===== src/rtl/sync_capture_mc.sv =====
// Multi-channel capture of foreign-domain data words qualified by asynchronous enables.
// Each enable is synchronised; the data bus is sampled only while its enable is known stable.
module sync_capture_mc #(
  parameter int DW     = 32'sd4,
  parameter int NCH    = 32'sd2,
  parameter int STAGES = 32'sd2,
  parameter int MODE   = 32'sd1
) (
  input  logic              clk,
  input  logic              rst,
  input  logic [NCH*DW-1:0] in_data,
  input  logic [NCH-1:0]    in_en,
  output logic [NCH*DW-1:0] out_data,
  output logic [NCH-1:0]    out_valid,
  input  logic [NCH-1:0]    out_ready,
  output logic [NCH-1:0]    ack,
  output logic [NCH-1:0]    overrun,
  input  logic [NCH-1:0]    ovr_clr
);

  typedef enum logic {
    ST_EMPTY = 1'b0,
    ST_FULL  = 1'b1
  } state_t;

  localparam bit LEVEL_MODE = (MODE == 32'sd0);

  if (STAGES < 32'sd2) begin : g_bad_stages
    $error("sync_capture_mc: STAGES must be at least 2");
  end

  for (genvar k = 0; k < NCH; k++) begin : g_ch
    logic [STAGES-1:0] r_sync;
    logic              r_en_d;
    state_t            r_state;
    state_t            w_state_nxt;
    logic [DW-1:0]     r_data;
    logic [DW-1:0]     w_data_nxt;
    logic              r_ovr;
    logic              w_ovr_nxt;
    logic              w_ovr_set;
    logic              w_en_s;
    logic              w_ev;

    assign w_en_s = r_sync[STAGES-1];
    assign w_ev   = LEVEL_MODE ? w_en_s : (w_en_s & ~r_en_d);

    // enable synchroniser chain plus one extra flop for edge detection
    always_ff @(posedge clk) begin
      if (rst) begin
        r_sync <= '0;
        r_en_d <= 1'b0;
      end else begin
        r_sync <= {r_sync[STAGES-2:0], in_en[k]};
        r_en_d <= w_en_s;
      end
    end

    // holding-register state, data and sticky overrun
    always_ff @(posedge clk) begin
      if (rst) begin
        r_state <= ST_EMPTY;
        r_data  <= '0;
        r_ovr   <= 1'b0;
      end else begin
        r_state <= w_state_nxt;
        r_data  <= w_data_nxt;
        r_ovr   <= w_ovr_nxt;
      end
    end

    // next state: a capture lands if the slot is empty or being drained this cycle
    always_comb begin
      w_state_nxt = r_state;
      w_data_nxt  = r_data;
      w_ovr_set   = 1'b0;
      case (r_state)
        ST_EMPTY: begin
          if (w_ev) begin
            w_state_nxt = ST_FULL;
            w_data_nxt  = in_data[k*DW +: DW];
          end else begin
            w_state_nxt = ST_EMPTY;
          end
        end
        ST_FULL: begin
          if (out_ready[k]) begin
            if (w_ev) begin
              w_data_nxt = in_data[k*DW +: DW];
            end else begin
              w_state_nxt = ST_EMPTY;
            end
          end else begin
            if (w_ev) begin
              w_ovr_set = 1'b1;
            end else begin
              w_ovr_set = 1'b0;
            end
          end
        end
        default: begin
          w_state_nxt = ST_EMPTY;
        end
      endcase
      // a lost word in the same cycle as a clear must stay visible
      w_ovr_nxt = w_ovr_set | (r_ovr & ~ovr_clr[k]);
    end

    assign out_data[k*DW +: DW] = r_data;
    assign out_valid[k]         = (r_state == ST_FULL);
    assign ack[k]               = w_en_s;
    assign overrun[k]           = r_ovr;
  end

endmodule


===== config.mk =====
export PLATFORM = sky130hd
export DESIGN_NAME = sync_capture_mc
export DESIGN_NICKNAME = d
export VERILOG_FILES = /design/src/rtl/sync_capture_mc.sv
export SDC_FILE = /design/constraint.sdc
export NUM_CORES = 1
export LEC_CHECK = 0
export CAP_MARGIN = 20
export CORE_MARGIN = 1.5
export CORE_UTILIZATION = 38
export CTS_CLUSTER_SIZE = 40
export DETAILED_ROUTE_END_ITERATION = 8
export PLACE_DENSITY_LB_ADDON = 0.12
export SLEW_MARGIN = 20
export SYNTH_ARGS = -nofsm -noshare
export SYNTH_HDL_FRONTEND = slang
export SYNTH_SLANG_ARGS = --single-unit

===== constraint.sdc =====
create_clock -name clk -period 0.9 [get_ports clk]
set_input_delay 0.18 -clock clk [delete_from_list [all_inputs] [get_ports clk]]
set_output_delay 0.18 -clock clk [all_outputs]
set_load 0.02 [all_outputs]

After elaboration in Yosys (flattened, before gate mapping)
Cells that the tools add are included.
W data, S select, Z words.
- bits in registers: 18
- bits in latches: 0
- memory bits (writable): 0
- ROM bits: 0
- input port bits: 16
- memories: 0
- $add $sub $neg: 0
- multipliers: 0
- divide/modulo/power cells: 0
- magnitude comparators: 0
- equality and inequality tests: 2
- shift-type cells: 0
- multiplexer cells: 16
- bitwise gates (word level): 12
- reduce and logical (&&, ||, !) cells: 0
- operator list (kind ; number):
    $mux W4 ; 4
    $pmux W4 S2 ; 2
    $mux W1 ; 8
    $not A1 Y1 ; 6
    $and A1 B1 Y1 ; 4
    $ne A2 B2 Y1 const B ; 2
    $pmux W1 S2 ; 2
    $or A1 B1 Y1 ; 2

Logic depth before layout (Yosys ltp)
- depth in word-level cells: 6
- mapped depth: 4
- depth with buffers taken out: 3

Worst setup path before layout
OpenSTA, ideal clock, no wires.
- kind: register to register
- start point: reg g_ch[1].r_sync[1]
- end point: reg g_ch[1].r_data[0]
- arrival: 795 ps
- path slack: 33 ps
- cell stages (with the launch flop): 5
- period minus slack after synthesis: 867 ps
- path through: dfxtp_1 -> nand2b_4 -> nor2b_4 -> buf_6 -> mux2i_1
- word-level cells in the longest chain between the ends: 4
- RTL lines (what ; RTL line ; source):
    start, declared ; 33 ; logic [STAGES-1:0] r_sync;
    start signal, assigned ; 54 ; r_sync <= {r_sync[STAGES-2:0], in_en[k]};
    $and A1 B1 Y1 (*) ; 46 ; assign w_ev = LEVEL_MODE ? w_en_s : (w_en_s & ~r_en_d);
    $mux W4 (*) ; n/a ;
    $mux W4 ; n/a ;
    $pmux W4 S2 (*) ; n/a ;
    end signal, assigned ; 67 ; r_data <= w_data_nxt;
    end, declared ; 37 ; logic [DW-1:0] r_data;
Mark *: on every way between the ends. The rest lies on a longest branch, timed or not. The select of a mux whose other input is x is not followed.
A chain may end at the register's enable or synchronous reset.

Worst setup path in the final report
- start point: reg g_ch[0].r_state
- end point: reg g_ch[0].r_data[0]
- word-level cells in the longest chain between the ends: 2
- elaborated cells between the ends (all ways): 3
- classes of those cells: eq/ne (1); mux (1); bitwise (1)
- RTL lines (what ; RTL line ; source):
    start, declared ; 35 ; state_t r_state;
    start signal, assigned ; 66 ; r_state <= w_state_nxt;
    $not A1 Y1 ; n/a ;
    $pmux W4 S2 ; 77 ; case (r_state)
    end signal, assigned ; 67 ;
    end, declared ; 37 ;
Several ways; a longest one is shown, not always the timed one.

==> results.yml <==
hold_path:
  hp-class: "in -> reg"
drt:
  vias: 584
  antenna_left: 0
  drc: 0
  drtIter0Drc: 4
  wirelength_mm: 1.35
  first_pass_iters: 2
  wl_per_cell_um: 10.0
  vias_per_cell: 4.33
synth:
  yosysSeqAreaShare: 0.462
  syn-num-nets: 88
  syn_area_um2: 779
  yosysWarningCount: 0
  ys_seq_elements: 18
  ys_types: 14
  syn_inst: 72
  synth_area_per_cell_um2: 10.8
timing:
  worst_pin_slew_ns: 0.176
  period_share: 1.10
  setup_viol: 23
  hold_violations: 0
  setup_slack_ns: -0.0936
  finClkSkew_ns: 0.00691
  fin_setup_tns_ns: -0.970
  holdWs_ns: 0.441
  rsz0062_at_grt: "true"
  maxSlewHeadroom: 0.882
  timing.fmax_ghz: 1.01
  post-route-min-period_ns: 0.994
  slew_viol_final: 0
setup_path:
  critPathMaxFanout: 4
  cp.arrival_ns: 1.21
  worstReg2RegStart: "g_ch[0].r_state"
  setup.worst_path.end: "g_ch[0].r_data[0]"
  critPathLaunchType: "flip-flop"
  worstSetupPathType: "reg -> reg"
  cp.required_ns: 1.11
  critical_path.startpoint: "g_ch[0].r_state"
  crit_path_end_kind: "flip-flop"
  worstRegToRegCells: 4
  r2r_setup_slack_ns: -0.09
  worstReg2RegEnd: "g_ch[0].r_data[0]"
global_route:
  grt_pass1_wl_mm: 1.86
  gr-total-overflow: 0
  grt_max_degree: 12
  antenna_found_initial: 0
  grt_pass1_vias: 500
  grt_usage: 0.119
placement:
  portBuffers: 29
  gp_congestion: 0.660
  dp.cells: 129
  dpl.hpwl_um: 966
cells_and_area:
  drive_gt1_frac: 0.491
  nNetsFinal: 126
  mostFrequentLayoutCells: "18 x buf_6, 16 x nand2b_1, 15 x clkdlybuf4s50_1, 14 x dfxtp_2, 9 x buf_4"
  instances_no_fill: 135
  final_common_cell: "buf_6"
  antennaDiodeCount: 0
  areaGrowthSynthToFinish_pct: 57.8
  fillCellCount: 176
clock_tree:
  cts_root_buf: "clkbuf_4"
  cts_buffers: 3
  htreeDepth: 1
  cts_tree: "yes"
  clk_latency_ns: 0.28
  clk_pin_slew_ns: 0.10
  clock_path_buffers: 2
  cts.sinks: 18
job:
  cap_violations: 0
floorplanning:
  start_util: 0.401
  coreArea_um2: 1940
  die_h_um: 48.3
  dieArea_um2: 2330
  ios: 30
  std_cell_rows: 16
  die_x_um: 48.3
run_status:
  violations: "setup timing"
  status: "finished, violations left"
power:
  p_per_area_nw_per_um2: 1220
  power.leakage_nw: 0.520
  ir_worst_vdd_mv: 1.06
  design_power_total_w: 0.00150
## cell type report
| cell class | count | area, µm² | share of cell area |
|---|---|---|---|
| Sequential cell | 18 | 378 | 0.307 |
| Multi-Input combinational cell | 42 | 348 | 0.283 |
| Inverter | 2 | 7.51 | 0.00610 |
| Clock buffer | 3 | 22.5 | 0.0183 |
| Tap cell | 27 | 33.8 | 0.0275 |
| Timing Repair Buffer | 43 | 440 | 0.358 |
## synthesized netlist by cell type
master     count  share of area
dfxtp_1       18           0.46
nand2b_1      16           0.13
mux2i_1        8           0.10
buf_4          6          0.058
nor2b_1        6          0.048
nand2b_4       4          0.071
a21oi_1        2          0.013
a2bb2oi_1      2          0.022
buf_6          2          0.029
inv_1          2         0.0096
nor2_1         2         0.0096
nor2b_4        2          0.035
buf_2          1         0.0064
clkbuf_1       1         0.0048
## state kept, by name, summed over array words and instances, names as in the netlist
register / cells
g_ch.r_data: 8
g_ch.r_ovr: 2
g_ch.r_sync: 4
g_ch.r_state: 2
g_ch.r_en_d: 2
## worst min-delay path by stage
| stage | start | endpoint | slack, ns | cells after the start |
|---|---|---|---|---|
| after floorplan | in_en[0] | g_ch[0].r_sync[0] | 0.31 | 1 |
| after global placement | g_ch[1].r_sync[0] | g_ch[1].r_sync[1] | 0.42 | 1 |
| after detailed placement | g_ch[1].r_sync[0] | g_ch[1].r_sync[1] | 0.44 | 1 |
| after CTS | in_en[1] | g_ch[1].r_sync[0] | 0.43 | 2 |
| after global routing | in_en[1] | g_ch[1].r_sync[0] | 0.43 | 2 |
| final | in_data[2] | g_ch[0].r_data[2] | 0.44 | 3 |
## cells by family (layout without fill, tap and decap cells)
logic type             count (synthesis)  after routing  synth area share
AOI/OAI and AO/OA                      4              4            0.0353
buffers and inverters                 12             48             0.108
DFF                                   18             18             0.462
muxes                                  8              8             0.103
and+or+nand+nor                       30             30             0.292
## critical path: stages, from the launching register on
cell	delay, ns
dfxtp_2	0.34
buf_6	0.11
nand2b_4	0.05
nor2b_4	0.21
mux2i_1	0.21
## metal layers
layer | global-route usage | wire (µm)
met5 | 0 | 0
met4 | 0.0649 | 9
met3 | 0.0481 | 90
met2 | 0.208 | 705
met1 | 0.120 | 544
## through the flow
stage               utilization  instance area [µm²]  setup slack, ns
CTS                       0.616                 1200          -0.0921
finish                    0.633                 1230          -0.0936
detailed placement        0.578                 1120           -0.362
floorplan                     -                  779           0.0330
global placement          0.578                 1120           -0.334
global route              0.633                 1230           -0.146
## report_power, final
group	internal, W	switching, W	leakage [nW]
clock	0.000155	0.000229	0.0138
combinational	0.000178	0.0000906	0.353
sequential	0.000827	0.0000165	0.153
total	0.00116	0.000336	0.520
## what timing repair did
| item | 4_1_cts | 5_1_grt |
|---|---|---|
| hold buffers | 0 | 0 |
| hold endpoints to repair | 0 | 0 |
| buffers inserted | 1 | 2 |
| setup endpoints to repair | 24 | 24 |
| gates resized for setup | 98 | 6 |
(Power assumes the default switching activity.)
